`src/rtl/fpu_f2i_bf16_if.sv`:
```
// Operand and result bundle for the bfloat16-to-integer converter.
// The master drives operands and flush; the slave (the converter) drives results.
interface fpu_f2i_bf16_if;
  logic        F2I_input_valid;
  logic [15:0] F2I_input_float;
  logic        F2I_input_signed;
  logic [2:0]  F2I_input_rm;
  logic        F2I_flush;
  logic        F2I_output_valid;
  logic [31:0] F2I_output_int;
  logic [4:0]  F2I_output_flags;

  modport master (
    output F2I_input_valid, F2I_input_float, F2I_input_signed, F2I_input_rm, F2I_flush,
    input  F2I_output_valid, F2I_output_int, F2I_output_flags
  );

  modport slave (
    input  F2I_input_valid, F2I_input_float, F2I_input_signed, F2I_input_rm, F2I_flush,
    output F2I_output_valid, F2I_output_int, F2I_output_flags
  );
endinterface

```
`src/rtl/fpu_f2i_bf16.sv`:
```
// Two-stage bfloat16 to int32/uint32 converter with RISC-V FCVT.W/WU rounding
// and fflags. Stage 1 decodes the operand; stage 2 shifts, rounds, saturates.
module fpu_f2i_bf16 (
  input logic           clk,
  input logic           rst_l,
  fpu_f2i_bf16_if.slave f2i
);

  logic [7:0] w_exp;
  logic [6:0] w_mant;

  logic              r_vld_p1;
  logic              r_sign_p1;
  logic [2:0]        r_rm_p1;
  logic              r_signed_p1;
  logic signed [8:0] r_exp_p1;
  logic [7:0]        r_sig_p1;
  logic              r_nan_p1;
  logic              r_inf_p1;
  logic              r_zero_p1;

  logic        r_vld_p2;
  logic [31:0] r_int_p2;
  logic [4:0]  r_flags_p2;

  logic [32:0] w_mag;
  logic        w_round;
  logic        w_sticky;
  logic        w_big;
  logic [4:0]  w_lsh;
  logic [3:0]  w_rsh;
  logic [15:0] w_rsh_v;
  logic [32:0] w_rounded;
  logic [36:0] w_res;

  // Rounding increment for the five RISC-V modes; 5-7 behave as RTZ.
  function automatic logic rnd_inc(input logic [2:0] rm, input logic sign,
                                   input logic round, input logic sticky, input logic lsb);
    case (rm)
      3'd0:    rnd_inc = round & (sticky | lsb);
      3'd2:    rnd_inc = sign & (round | sticky);
      3'd3:    rnd_inc = ~sign & (round | sticky);
      3'd4:    rnd_inc = round;
      default: rnd_inc = 1'b0;
    endcase
  endfunction

  // Range check and saturation; returns {flags, result}.
  function automatic logic [36:0] saturate(input logic [32:0] m, input logic sign,
                                           input logic signd, input logic nan,
                                           input logic inf, input logic big,
                                           input logic inexact);
    logic        ovf;
    logic        nv;
    logic [31:0] res;
    if (signd)
      ovf = sign ? (m > 33'h080000000) : (m > 33'h07FFFFFFF);
    else
      ovf = sign ? (m != 33'd0) : m[32];
    nv = nan | inf | big | ovf;
    if (nan)
      res = signd ? 32'h7FFFFFFF : 32'hFFFFFFFF;
    else if (nv)
      res = sign ? (signd ? 32'h80000000 : 32'h00000000)
                 : (signd ? 32'h7FFFFFFF : 32'hFFFFFFFF);
    else
      res = sign ? -m[31:0] : m[31:0];
    saturate = {nv, 3'b000, ~nv & inexact, res};
  endfunction

  assign w_exp  = f2i.F2I_input_float[14:7];
  assign w_mant = f2i.F2I_input_float[6:0];

  // Stage valid bits: flush and reset both drop everything in flight.
  always_ff @(posedge clk or negedge rst_l) begin
    if (!rst_l) begin
      r_vld_p1 <= 1'b0;
      r_vld_p2 <= 1'b0;
    end else begin
      r_vld_p1 <= f2i.F2I_input_valid & ~f2i.F2I_flush;
      r_vld_p2 <= r_vld_p1 & ~f2i.F2I_flush;
    end
  end

  // ---- stage 1: decode ----
  always_ff @(posedge clk) begin
    if (f2i.F2I_input_valid) begin
      r_sign_p1   <= f2i.F2I_input_float[15];
      r_rm_p1     <= f2i.F2I_input_rm;
      r_signed_p1 <= f2i.F2I_input_signed;
      r_exp_p1    <= $signed({1'b0, w_exp}) - 9'sd127;
      r_sig_p1    <= {w_exp != 8'd0, w_mant};
      r_nan_p1    <= (w_exp == 8'hFF) && (w_mant != 7'd0);
      r_inf_p1    <= (w_exp == 8'hFF) && (w_mant == 7'd0);
      r_zero_p1   <= (w_exp == 8'd0) && (w_mant == 7'd0);
    end
  end

  // Align the significand to an integer magnitude plus round/sticky bits.
  always_comb begin
    w_mag    = '0;
    w_round  = 1'b0;
    w_sticky = 1'b0;
    w_big    = 1'b0;
    w_lsh    = '0;
    w_rsh    = '0;
    w_rsh_v  = '0;
    if (r_exp_p1 > 9'sd31) begin
      w_big = 1'b1;
    end else if (r_exp_p1 >= 9'sd7) begin
      w_lsh = r_exp_p1[4:0] - 5'd7;
      w_mag = {25'b0, r_sig_p1} << w_lsh;
    end else if (r_exp_p1 >= -9'sd1) begin
      // E in [-1,6] maps to a right shift of 8..1; E = -1 wraps to 8 in 4 bits.
      w_rsh    = 4'd7 - r_exp_p1[3:0];
      w_rsh_v  = {r_sig_p1, 8'b0} >> w_rsh;
      w_mag    = {25'b0, w_rsh_v[15:8]};
      w_round  = w_rsh_v[7];
      w_sticky = |w_rsh_v[6:0];
    end else begin
      w_sticky = |r_sig_p1;
    end
  end

  assign w_rounded = w_mag + {32'b0, rnd_inc(r_rm_p1, r_sign_p1, w_round, w_sticky, w_mag[0])};
  assign w_res     = saturate(w_rounded, r_sign_p1, r_signed_p1, r_nan_p1, r_inf_p1,
                              w_big, ~r_zero_p1 & (w_round | w_sticky));

  // ---- stage 2: round and saturate; results hold while no op completes ----
  always_ff @(posedge clk or negedge rst_l) begin
    if (!rst_l) begin
      r_int_p2   <= '0;
      r_flags_p2 <= '0;
    end else if (r_vld_p1 && !f2i.F2I_flush) begin
      r_flags_p2 <= w_res[36:32];
      r_int_p2   <= w_res[31:0];
    end
  end

  assign f2i.F2I_output_valid = r_vld_p2;
  assign f2i.F2I_output_int   = r_int_p2;
  assign f2i.F2I_output_flags = r_flags_p2;

endmodule

```
`src/flat_wrapper.sv`:
```
// flat-port wrapper written by rule: the top's interface ports become plain ports
module fpu_f2i_bf16_flat 
  (clk, rst_l, f2i_F2I_input_valid, f2i_F2I_input_float, f2i_F2I_input_signed, f2i_F2I_input_rm, f2i_F2I_flush, f2i_F2I_output_valid, f2i_F2I_output_int, f2i_F2I_output_flags);
  fpu_f2i_bf16_if f2i_i ();
  input logic clk;
  input logic rst_l;
  input wire logic [$bits(f2i_i.F2I_input_valid)-1:0] f2i_F2I_input_valid;
  input wire logic [$bits(f2i_i.F2I_input_float)-1:0] f2i_F2I_input_float;
  input wire logic [$bits(f2i_i.F2I_input_signed)-1:0] f2i_F2I_input_signed;
  input wire logic [$bits(f2i_i.F2I_input_rm)-1:0] f2i_F2I_input_rm;
  input wire logic [$bits(f2i_i.F2I_flush)-1:0] f2i_F2I_flush;
  output wire logic [$bits(f2i_i.F2I_output_valid)-1:0] f2i_F2I_output_valid;
  output wire logic [$bits(f2i_i.F2I_output_int)-1:0] f2i_F2I_output_int;
  output wire logic [$bits(f2i_i.F2I_output_flags)-1:0] f2i_F2I_output_flags;
  assign f2i_i.F2I_input_valid = f2i_F2I_input_valid;
  assign f2i_i.F2I_input_float = f2i_F2I_input_float;
  assign f2i_i.F2I_input_signed = f2i_F2I_input_signed;
  assign f2i_i.F2I_input_rm = f2i_F2I_input_rm;
  assign f2i_i.F2I_flush = f2i_F2I_flush;
  assign f2i_F2I_output_valid = f2i_i.F2I_output_valid;
  assign f2i_F2I_output_int = f2i_i.F2I_output_int;
  assign f2i_F2I_output_flags = f2i_i.F2I_output_flags;
  fpu_f2i_bf16 u_core (.clk(clk), .rst_l(rst_l), .f2i(f2i_i));
endmodule
```
`config.mk`:
```
export PLATFORM = sky130hd
export DESIGN_NAME = fpu_f2i_bf16_flat
export DESIGN_NICKNAME = d
export VERILOG_FILES = /design/src/rtl/fpu_f2i_bf16_if.sv /design/src/rtl/fpu_f2i_bf16.sv /design/src/flat_wrapper.sv
export SDC_FILE = /design/constraint.sdc
export NUM_CORES = 1
export LEC_CHECK = 0
export CAP_MARGIN = 0
export CORE_ASPECT_RATIO = 1.2
export CORE_MARGIN = 1
export CORE_UTILIZATION = 47
export DETAILED_ROUTE_END_ITERATION = 10
export GPL_TIMING_DRIVEN = 0
export PLACE_DENSITY_LB_ADDON = 0.2
export SLEW_MARGIN = 0
export SYNTH_ARGS = -nofsm -noshare
export SYNTH_HDL_FRONTEND = slang
export SYNTH_SLANG_ARGS = --single-unit
```
`constraint.sdc`:
```
create_clock -name clk -period 10.1 [get_ports clk]
set_clock_uncertainty 0.1 [all_clocks]
set_input_delay 2.525 -clock clk [delete_from_list [all_inputs] [get_ports clk]]
set_output_delay 2.525 -clock clk [all_outputs]
set_load 0.02 [all_outputs]
```
# After elaboration in Yosys (flattened, before gate mapping)
# Index checks and enable logic that the tools add are counted.
dict set report totals {
  output_inout_bits 38
  input_bits 24
  word_cells 77
  reg_bits 61
}
dict set report op_classes {
  mux 20
  n_bitwise 16
  magnitude_cmp 5
  reduce_logical 13
  addsub 5
  n_shift 2
  eq_ne 4
}
# operator count
set ops {}
lappend ops {{$mux 32} 6}
lappend ops {{$mux 33} 2}
lappend ops {{$add 33x1->33} 1}
lappend ops {{$gt 33x31->1 const B} 1}
lappend ops {{$gt 33x32->1 const B} 1}
lappend ops {{$reduce_bool 33->1} 1}
lappend ops {{$shl 8x5->33} 1}
lappend ops {{$neg 32->32} 1}
lappend ops {{$shr 16x4->16} 1}
lappend ops {{$mux 1} 10}
lappend ops {{$ge 9x1->1 const B} 1}
lappend ops {{$ge 9x4->1 const B} 1}
lappend ops {{$gt 9x6->1 const B} 1}
lappend ops {{$sub 8x7->9 const B} 1}
lappend ops {{$eq 8x8->1 const B} 1}
lappend ops {{$logic_not 8->1} 1}
lappend ops {{$mux 8} 1}
lappend ops {{$reduce_bool 8->1} 1}
lappend ops {{$reduce_or 8->1} 1}
lappend ops {{$and 1x1->1} 7}
lappend ops {{$logic_not 7->1} 1}
lappend ops {{$reduce_bool 7->1} 1}
lappend ops {{$reduce_or 7->1} 1}
lappend ops {{$eq 3x2->1 const B} 2}
lappend ops {{9 further kinds} 19}

# Depth between registers and ports, before layout
# Gate-level depths: netlist of run 1.
dict set report depth {
  ltp_word 16
  mapped_depth 28
  depth_no_buf 25
}

# Worst setup path after synthesis of run 1
# Ideal clock, no wire load.
dict set report synth_timing {
  path_type {register -> register}
  start {register u_core.r_exp_p1[1]}
  end {register u_core.r_int_p2[31], in the netlist u_core.f2i.F2I_output_int[31]}
  setup_time_ns 0.066
  required_time_ns 9.934
  setup_slack_ns 3.832
  n_path_buf 3
  t_arrival_ns 6.102
  path_stages_with_launch 28
  period_less_slack_ns 6.268
  path_cell_list {edfxtp_1 ha_1 buf_2 and2_1 and4_1 ha_1 nor3b_1 and4b_1 or4_1 buf_2 nor2_1 nand3b_1 o31ai_1 nor3_1 o31a_1 a21oi_1 ha_1 ha_1 inv_1 nor4_2 nand2_1 nor4_4 o21bai_2 or4b_1 buf_2 or4_1 o211ai_1 a22o_1}
}
dict set report synth_between {
  elab_chain_cells 16
  elab_cells_between_ends 37
  classes_between {4 x add/sub; 5 x order compare; 2 x shift; 17 x mux; 7 x bitwise; 2 x reduce/logical}
}
# element line_no
set synth_lines {}
lappend synth_lines {{start, declared} fpu_f2i_bf16.sv:16} ;# logic signed [8:0] r_exp_p1;
lappend synth_lines {{start signal, assigned} fpu_f2i_bf16.sv:91} ;# r_exp_p1 <= $signed({1'b0, w_exp}) - 9'sd127;
lappend synth_lines {{$sub 3x4->4} fpu_f2i_bf16.sv:115} ;# w_rsh = 4'd7 - r_exp_p1[3:0];
lappend synth_lines {{$shr 16x4->16} fpu_f2i_bf16.sv:116} ;# w_rsh_v = {r_sig_p1, 8'b0} >> w_rsh;
lappend synth_lines {{$reduce_or 7->1} fpu_f2i_bf16.sv:119} ;# w_sticky = |w_rsh_v[6:0];
lappend synth_lines {{$mux 1} fpu_f2i_bf16.sv:113} ;# end else if (r_exp_p1 >= -9'sd1) begin
lappend synth_lines {{$mux 1} fpu_f2i_bf16.sv:110} ;# end else if (r_exp_p1 >= 9'sd7) begin
lappend synth_lines {{$mux 1} fpu_f2i_bf16.sv:108} ;# if (r_exp_p1 > 9'sd31) begin
lappend synth_lines {{$or 1x1->1 (on tied branches)} {fpu_f2i_bf16.sv:41, fpu_f2i_bf16.sv:42, fpu_f2i_bf16.sv:40}}
lappend synth_lines {{$and 1x1->1 (on tied branches)} {fpu_f2i_bf16.sv:42, fpu_f2i_bf16.sv:40, fpu_f2i_bf16.sv:41}}
lappend synth_lines {{$pmux 1 s4} fpu_f2i_bf16.sv:39} ;# case (rm)
lappend synth_lines {{$add 33x1->33} fpu_f2i_bf16.sv:125} ;# assign w_rounded = w_mag + {32'b0, rnd_inc(r_rm_p1, r_sign_p1, w_round, w_sticky, w_mag[0])};
lappend synth_lines {{$gt 33x31->1 (tied with other cells)} fpu_f2i_bf16.sv:57} ;# ovf = sign ? (m > 33'h080000000) : (m > 33'h07FFFFFFF);
lappend synth_lines {{$mux 1 (on tied branches)} {fpu_f2i_bf16.sv:57, fpu_f2i_bf16.sv:59}}
lappend synth_lines {{$mux 1} fpu_f2i_bf16.sv:56} ;# if (signd)
lappend synth_lines {{$or 1x1->1} fpu_f2i_bf16.sv:60} ;# nv = nan | inf | big | ovf;
lappend synth_lines {{$mux 32 (*)} fpu_f2i_bf16.sv:63} ;# else if (nv)
lappend synth_lines {{$mux 32 (*)} fpu_f2i_bf16.sv:61} ;# if (nan)
lappend synth_lines {{end signal, assigned} fpu_f2i_bf16.sv:136} ;# r_int_p2 <= w_res[31:0];
lappend synth_lines {{end, declared} fpu_f2i_bf16.sv:23} ;# logic [31:0] r_int_p2;
# Mark *: on every way between the ends. The rest lies on a longest branch, timed or not.
# A chain may end at the register's enable or synchronous reset.

# Worst setup path after layout of run 1
dict set report layout_timing {
  start {register u_core.r_exp_p1[3]}
  end {register u_core.r_int_p2[19], in the netlist u_core.f2i.F2I_output_int[19]}
}
# The elaborated chain is that of the path after synthesis.

==> key figures, run 1 <==
Finish
  • Share of cells above drive strength 1: 7.12%
  • Ant diodes: 0
  • Multi-input logic area: ~3400 um^2
  • Fin nets: 743
  • Finished Cell Area: 6360 um^2
  • # fillers: 1,056
  • FF/Latch Area: roughly 1700 um^2
  • Area growth, synth to finish: 19.6%

Route
  • Routed length on met1: between 6 and 7 mm
  • Vias per cell: 6.34
  • DRT Wirelength: 16.5 mm
  • DR WL/cell: 19.5 um
  • DRT antenna net count: 0
  • Uppermost layer routed: met4
  • DRC errors left: 0
  • Iteration-0 DRC Markers: 357
  • 1st-pass router iterations: 5
  • Via count: 5,375
  • Met3 wire len: 746 um
  • Met2 routed WL: 8.51 mm

Clock tree
  • Post-CTS sizing: 0
  • Clock tree buffer depth: 2
  • Root Buffer: clkbuf_16
  • Worst-skew pair later-pin latency: 340 ps
  • CTS Buf Count: 9
  • Sink Count: 61
  • # H-tree levels: 3
  • Hold Buf Count CTS: 0
  • Clk pin slew, worst setup/hold paths: 60 ps
  • Setup Fix Bufs, Post-CTS: 0
  • CTS tree: yes

Floorplanning
  • Die area: 11,700 um^2
  • Die Height: 119 um
  • Core ar.: 11,000 um^2
  • Num rows: 42
  • Initial Utilization: 48.2%
  • Chip Width: between 90 and 100 um
  • Number of I/O pins: 62

Timing
  • Min cycle time layout: 8230 ps
  • RSZ-0062 raised after global routing: false
  • Worst-Margin Slew: between 1000 and 1500 ps
  • Fin Setup TNS: 0 ps
  • Slew headroom: between 20% and 30%
  • Maximum clock frequency: 0.122 GHz
  • Setup violations, final: 0
  • Fin crit share: 81.5%
  • Hold Vio Cnt, Final: 0
  • Fin Hold WS: 393 ps
  • Max-slew violation count: 0

Synthesis
  • Synth async-reset ratio: 59.0%
  • Synth area leader: dfrtp_1
  • Synth Area in XOR/XNOR: 6.59%
  • Mux cell area share after synthesis: 7.67%
  • Cells after Synth: 640
  • Post-Synth Simple-Gate Area: 24.5%
  • Synth cell types: 81
  • Most common library cells after synthesis: nand2_1, nor2_1, a21oi_1
  • Syn. warnings: 0
  • Main combinational cell family by area after synthesis: simple AND/OR/NAND/NOR gates
  • Number of synthesized flops with an enable pin: 25
  • Avg Cell Area, Syn: 8.31 um^2
  • Mapped Area: 5320 um^2
  • Adder-cell share of the synthesized area: 1.88%
  • Synth Area in Compound Gates: 23.5%
  • Seq cells post-synth: 61
  • Synth top area share: 16.9%
  • Largest cells by area after synthesis: dfrtp_1, edfxtp_1, mux2i_1, a21oi_1, o21ai_0
  • Most common cell in the netlist: nand2_1
  • Sequential area share after synthesis: 31.1%
  • Top_reg_cell synth: dfrtp_1

Job
  • MaxCap Viol Count: 0

Global route
  • Initial antenna violation count: 0
  • GRT Residual Overflow: 0
  • Vias in the first global route: a little over 5,000
  • Overall Global Routing Usage: 29.0%
  • First-pass GRT wire length: 26.4 mm
  • Largest net degree at the start of global routing: 37

Status
  • Status: finished clean

Placed design
  • Buffers added on ports: slightly below 60
  • GPL Wtd Cong: around 0.94
  • Placed Area: 6070 um^2
  • Detailed placer's ending HPWL: 13.0 mm

Pwr
  • Power density over the cells: roughly 170 nW/um^2
  • Worst vdd ir: 0.0808 mV
  • Leakage: 2.42 nW

Worst setup path
  • Startpoint types: flip-flop
  • Critical path class: flip-flop to flip-flop
  • Critical Path, Cell by Cell: clkbuf_1, clkbuf_1, and4_1, ha_1, or3b_2, mux2i_1, or4_1, buf_2, nor2_1, a311oi_1, nor3_1, o31a_1, a21oi_1, ha_1, ha_1, inv_1, nor4_2, nand2_1, o32ai_1, or3_1, nor4_1, nor3_1, clkbuf_1, o21ai_0
  • Worst path required time: 10,200 ps
  • Crit path DAT: 8320 ps
  • Crit. End Element: flip-flop
  • Critical path's slowest cell: o32ai_1
  • Crit Path Max Fanout: 10
  • CP peak stage delay: 1010 ps

Min path
  • Hold Crit Class: flip-flop to flip-flop
## metal layers
layer	global-route usage (%)	up-vias
met5	0	-
met4	14.1	0
met3	4.67	40
met2	51.9	201
met1	33.3	2573
li1	-	2561
## layout make-up
cell class,count,share of cell area (%)
multi-input combinational,521,53.8
sequential,61,26.0
timing repair buffer,58,9.05
clock buffer,12,3.87
buffer,46,3.11
tap,132,2.60
inverter,14,0.826
clock inverter,4,0.747
## cells by family after synthesis
family                     after synthesis
and+or+nand+nor                        248
AOI/OAI and AO/OA                      187
DFF                                     61
buffers and inverters                   60
xor gates and xnor gates                40
muxes                                   35
adders and majority gates                8
other                                    1
## power breakdown
part           switching (mW)  internal [mW]  total, mW
Combinational           0.259          0.170      0.428
Sequential             0.0239          0.296      0.320
Clock                   0.117          0.197      0.314
## worst max-delay path: cells and delay by family (launching register included)
kind / cells / cell delay (ps)
adder cells (fa/ha/maj): 3 / 790
multiplexers: 1 / 170
AO/OA/AOI/OAI: 5 / 2290
buffers and inverters: 5 / 1540
flip-flops: 1 / 420
AND/OR/NAND/NOR: 10 / 2760
## stage by stage
stage / setup WS (ps) / total power [mW] / utilization, % / std cells
2_1_floorplan: 3830 / 0.595 / - / 642
3_3_place_gp: 1970 / 0.740 / 55.0 / 832
3_5_place_dp: 1900 / 0.747 / 55.0 / 832
4_1_cts: 1900 / 1.06 / 57.6 / 848
5_1_grt: 1200 / 1.11 / 57.6 / 848
6_report: 1870 / 1.06 / 57.6 / 848
## state kept, by name (all words and copies together) (netlist names)
| name | count |
|---|---|
| u_core.f2i.F2I_output_int | 32 |
| u_core.f2i.F2I_output_flags | 2 |
| u_core.r_nan_p1 | 1 |
| u_core.r_exp_p1 | 9 |
| u_core.r_sig_p1 | 8 |
| u_core.r_inf_p1 | 1 |
| u_core.r_zero_p1 | 1 |
| u_core.r_sign_p1 | 1 |
| u_core.r_rm_p1 | 3 |
| u_core.r_signed_p1 | 1 |
| u_core.r_vld_p1 | 1 |
| u_core.f2i.F2I_output_valid | 1 |
## layout by cell type, fill, tap and decap left out, types with 8 or more instances in the layout
cell type and count:
clkdlybuf4s50_1 57, nand2_1 56, nor2_1 51, a21oi_1 49
o21ai_0 44, dfrtp_1 36, clkbuf_1 34, nand3_1 30
mux2i_1 25, edfxtp_1 25, xnor2_1 23, nor3_1 20
xor2_1 17, and3_1 12, a31oi_1 12, inv_1 12
nor4_1 11, nand2b_1 10, nand4_1 9, buf_2 9
clkbuf_16 9, a221o_1 8, ha_1 8
## worst paths after layout
kind,start,endpoint,slack [ps],depth (start not counted)
worst max register to register,u_core.r_exp_p1[3],u_core.f2i.F2I_output_int[19],1870,24
worst max-delay path,u_core.r_exp_p1[3],u_core.f2i.F2I_output_int[19],1870,24
worst min-delay path,u_core.f2i.F2I_output_int[7],u_core.f2i.F2I_output_int[7],390,2
worst min register to register,u_core.f2i.F2I_output_int[7],u_core.f2i.F2I_output_int[7],390,2
max in group asynchronous,rst_l,u_core.f2i.F2I_output_int[13],7240,1
min in group asynchronous,rst_l,u_core.f2i.F2I_output_int[5],2160,1
No activity file was read; power rests on OpenSTA's default activity.
==> run 2: changes to the inputs <==
Clock period 10.1 ns to 8 ns, I/O delays scaled along.
==> key figures, run 2 (same netlist as run 1, synthesis figures left out) <==
Status
  • Status: finished clean

Timing
  • RSZ-0062 raised after global routing: false
  • Maximum clock frequency: ~0.13 GHz
  • Slew headroom: between 20% and 30%
  • Hold Vio Cnt, Final: 0
  • Max-slew violation count: 0
  • Setup violations, final: 0
  • Fin Hold WS: ~390 ps
  • Final Worst Setup Slack: 494 ps
  • Worst-Margin Slew: approximately 1100 ps
  • Fin crit share: 93.8%
  • Min cycle time layout: ~7500 ps

Route
  • Via count: 5,383
  • DR WL/cell: 19.6 um
  • 1st-pass router iterations: 5
  • DRT Wirelength: 16.6 mm
  • DRT antenna net count: 0
  • Vias per cell: approximately 6.3
  • DRC errors left: 0
  • Iteration-0 DRC Markers: ~350

Worst setup path
  • CP peak stage delay: roughly 560 ps
  • Crit. End Element: flip-flop
  • Critical path's slowest cell: a311oi_1
  • Crit Path Max Fanout: 10
  • Critical path class: flip-flop to flip-flop
  • Startpoint types: flip-flop
  • Worst path required time: slightly above 8000 ps
  • CP most frequent cell: ha_1
  • Crit path DAT: 7600 ps

Floorplanning
  • Die Height: 119 um
  • Number of I/O pins: 62
  • Die area: about 12,000 um^2
  • Chip Width: 99.1 um
  • Num rows: 42
  • Initial Utilization: 48.2%
  • Core ar.: 11,000 um^2

Pwr
  • Power density over the cells: 210 nW/um^2
  • Leakage: 2.44 nW
  • Worst vdd ir: 0.102 mV

Clock tree
  • CTS Buf Count: 9
  • Setup Fix Bufs, Post-CTS: 0
  • # H-tree levels: 3
  • Hold Buf Count CTS: 0
  • Clock tree buffer depth: 2
  • CTS tree: yes
  • Sink Count: 61
  • Root Buffer: clkbuf_16
  • Worst-skew pair later-pin latency: 340 ps
  • Clk pin slew, worst setup/hold paths: 60 ps

Finish
  • Commonest non-fill, non-tap cell in the layout: clkdlybuf4s50_1
  • Most frequent cells in the layout: clkdlybuf4s50_1, nand2_1, nor2_1
  • Largest register FFs: 32
  • Fin nets: 743
  • Final Util: 57.9%
  • # fillers: between 1,000 and 1,500
  • Area growth, synth to finish: 20.2%
  • Share of cells above drive strength 1: 7.54%
  • Ant diodes: 0

Global route
  • Vias in the first global route: 5,112
  • First-pass GRT wire length: 26.4 mm
  • GRT Residual Overflow: 0
  • Largest net degree at the start of global routing: 37
  • Initial antenna violation count: 0
  • Overall Global Routing Usage: roughly 29%

Placed design
  • GPL Wtd Cong: 0.941
  • Setup WS pre-CTS: -199 ps
  • Buffers added on ports: 58
  • Detailed placer's ending HPWL: 13.0 mm

Min path
  • Hold Crit Class: flip-flop to flip-flop

Job
  • MaxCap Viol Count: 0
run 2: cell counts in the layout (fill, tap and decap cells not counted):
No cell type changed its count.
run 2: path summary, 6_finish.rpt:
path	start	to	slack [ps]	cells after the start
max in group asynchronous	rst_l	u_core.f2i.F2I_output_int[13]	5660	1
hold / removal	u_core.f2i.F2I_output_int[7]	u_core.f2i.F2I_output_int[7]	390	2
setup / recovery	u_core.r_exp_p1[1]	u_core.f2i.F2I_output_int[19]	490	26
hold reg to reg	u_core.f2i.F2I_output_int[7]	u_core.f2i.F2I_output_int[7]	390	2
min in group asynchronous	rst_l	u_core.f2i.F2I_output_int[5]	1640	1
setup reg to reg	u_core.r_exp_p1[1]	u_core.f2i.F2I_output_int[19]	490	26
run 2: critical path: cells and delay by family, from the launching register on:
kind / cells / cell delay [ps]
buf+inv: 4 / 880
fa+ha+maj: 4 / 1200
mux: 1 / 170
compound gates: 7 / 2120
flops: 1 / 480
simple gates: 10 / 2410
run 2: layout make-up:
| type | instances | area (um^2) | share of cell area (%) |
|---|---|---|---|
| Sequential cell | 61 | 1650 | 25.8 |
| Clock buffer | 12 | 246 | 3.85 |
| Inverter | 14 | 52.6 | 0.822 |
| Tap cell | 132 | 165 | 2.58 |
| Multi-Input combinational cell | 521 | 3460 | 54.1 |
| Timing Repair Buffer | 58 | 576 | 9.00 |
| Buffer | 46 | 199 | 3.11 |
| Clock inverter | 4 | 47.5 | 0.743 |
run 2: metrics by stage:
step                TNS [ps]  std cells  power, mW  instance area [um^2]
floorplan                  0        642      0.752                  5330
global placement       -2420        832      0.935                  6070
detailed placement     -3310        832      0.943                  6070
CTS                        0        848       1.34                  6370
global route               0        848       1.41                  6390
finish                     0        848       1.34                  6390
run 2: power by group:
part	total, mW	internal [mW]	switching, mW
clock	0.396	0.249	0.147
sequential	0.404	0.374	0.0303
combinational	0.545	0.215	0.330
total	1.34	0.838	0.507
run 2: metal layers:
metal / part of all wire [%] / vias to the layer above / routed length, um / track usage, %
li1: - / 2563 / - / -
met1: 40 / 2573 / 6670 / 33.3
met2: 51 / 204 / 8500 / 51.9
met3: 4.7 / 43 / 777 / 4.67
met4: 4.0 / 0 / 670 / 14.1
met5: 0 / - / 0 / 0
run 2: repair_timing:
action                                  CTS  global route
hold endpoints to repair                  0             0
resized for setup                         1             5
endpoints found under the setup margin   20            34
==> run 3: changes to the inputs <==
Settings changed: GPL_TIMING_DRIVEN 0 to unset.
==> key figures, run 3 (same netlist as run 1, synthesis figures left out) <==
Clock tree
  • CTS tree: yes
  • # H-tree levels: 3
  • CTS Buf Count: 9
  • Clock tree buffer depth: 2
  • Clk pin slew, worst setup/hold paths: around 60 ps
  • Root Buffer: clkbuf_16
  • Setup Fix Bufs, Post-CTS: 0
  • Sink Count: between 60 and 70
  • Worst-skew pair later-pin latency: about 340 ps
  • Hold Buf Count CTS: 0
  • Post-CTS sizing: 0

Status
  • Status: finished clean

Route
  • Uppermost layer routed: met4
  • DRT antenna net count: 0
  • DRT Wirelength: 16.3 mm
  • Routed length on met1: 6.62 mm
  • Met3 wire len: 599 um
  • Iteration-0 DRC Markers: 278
  • DRC errors left: 0
  • Via count: 5,201
  • Met2 routed WL: approximately 8.4 mm
  • 1st-pass router iterations: 5
  • DR WL/cell: 20.0 um
  • Vias per cell: about 6.4

Worst setup path
  • Setup crit end: u_core.f2i.F2I_output_int[11]
  • CP Launch Point: u_core.r_exp_p1[0]
  • Startpoint types: flip-flop
  • Worst r2r src: u_core.r_exp_p1[0]
  • Reg2reg end: u_core.f2i.F2I_output_int[11]
  • Worst path required time: 8060 ps
  • R2R depth: 24
  • Crit Path Max Fanout: 24
  • R2r setup slk: 860 ps
  • Crit path DAT: 7210 ps
  • Crit. End Element: flip-flop
  • Critical path class: flip-flop to flip-flop

Timing
  • Fin Setup TNS: 0 ps
  • RSZ-0062 raised after global routing: false
  • Maximum clock frequency: 0.140 GHz
  • Min cycle time layout: 7140 ps
  • Slew headroom: 21.9%
  • Hold Vio Cnt, Final: 0
  • Fin Hold WS: 393 ps
  • Setup violations, final: 0
  • Worst-Margin Slew: 1170 ps
  • Fin crit share: 89.3%
  • Max-slew violation count: 0

Finish
  • Commonest non-fill, non-tap cell in the layout: clkdlybuf4s50_1
  • Area growth, synth to finish: 17.5%
  • Fin nets: 709
  • Final non-filler cell total: 814
  • Largest register FFs: 32
  • Ant diodes: 0
  • Share of cells above drive strength 1: under 10%
  • Finished Cell Area: about 6200 um^2
  • Most frequent cells in the layout: clkdlybuf4s50_1, nand2_1, nor2_1

Pwr
  • Worst vdd ir: between 0.1 and 0.15 mV
  • Leakage: roughly 2.4 nW
  • Power density over the cells: 208 nW/um^2

Placed design
  • Buffers added on ports: between 50 and 60
  • Post-Place Cells: 798
  • GPL Wtd Cong: 0.962
  • Placed Area: 5980 um^2
  • Detailed placer's ending HPWL: 12.5 mm

Global route
  • Overall Global Routing Usage: between 20% and 30%
  • Largest net degree at the start of global routing: 39
  • Vias in the first global route: 4,994
  • GRT Residual Overflow: 0
  • Initial antenna violation count: 0
  • First-pass GRT wire length: 25.9 mm

Floorplanning
  • Initial Utilization: about half
  • Num rows: between 40 and 50
  • Core ar.: 11,000 um^2
  • Number of I/O pins: 62
  • Die area: approximately 12,000 um^2
  • Die Height: 119 um
  • Chip Width: approximately 99 um

Min path
  • Number of cells on the worst hold path: 2
  • Hold Crit Class: flip-flop to flip-flop

Job
  • MaxCap Viol Count: 0
==> run 3: changes by cell type in the layout (fill, tap and decap cells not counted), sizes merged <==
| cell | delta |
|---|---|
| bufinv | -1 |
| clkbuf | -32 |
| clkinvlp | -1 |
| clkinv | +2 |
| clkdlybuf4s50 | +1 |
| buf | -3 |
==> run 3: report_power, final <==
group	switching (mW)	internal (mW)	leakage [nW]
combinational	0.318	0.212	1.58
sequential	0.0348	0.374	0.679
clock	0.144	0.217	0.136
total	0.497	0.803	2.39
==> run 3: per-layer routing <==
metal / up-vias / track usage (%)
li1: 2503 / -
met1: 2496 / 32.5
met2: 163 / 51.4
met3: 39 / 4.38
met4: 0 / 13.1
met5: - / 0
==> run 3: cell type report <==
class,instances,area (um^2)
fill,1033,4790
clock inverter,4,23.8
sequential,61,1650
inverter,14,52.6
clock buffer,12,246
multi-input combinational,521,3440
timing repair buffer,70,671
tap,132,165
==> run 3: how the worst min path moves through the flow <==
stage / start / to
finish: u_core.f2i.F2I_output_int[1] / u_core.f2i.F2I_output_int[1]
global route: u_core.f2i.F2I_output_int[17] / u_core.f2i.F2I_output_int[17]
CTS: u_core.f2i.F2I_output_int[16] / u_core.f2i.F2I_output_int[16]
detailed placement: u_core.f2i.F2I_output_int[16] / u_core.f2i.F2I_output_int[16]
global placement: u_core.f2i.F2I_output_int[16] / u_core.f2i.F2I_output_int[16]
floorplan: u_core.r_zero_p1 / u_core.f2i.F2I_output_flags[0]
==> run 3: through the flow <==
stage	util, %	total power, mW	setup WS (ps)
finish	56.6	1.30	856
global route	56.6	1.37	224
CTS	56.6	1.30	870
detailed placement	54.2	0.939	890
global placement	54.2	0.932	1210
floorplan	-	0.752	1730
==> run 3: critical path, cell delays in order (launching register included) <==
cell and delay, ps:
edfxtp_1 390, ha_1 350, and2_1 250, and4_1 210, ha_1 350, nor3_1 70, and4_1 230, or4_1 620
nor2_1 290, nand3b_1 110, o31ai_1 110, nor3_1 100, o31a_1 250, a21oi_1 130, ha_1 240, ha_1 250
inv_1 130, nor4_2 580, a21oi_1 180, o211a_1 290, o21bai_2 310, or3_1 180, nor4_1 60, nor3_2 930
o21ai_0 250
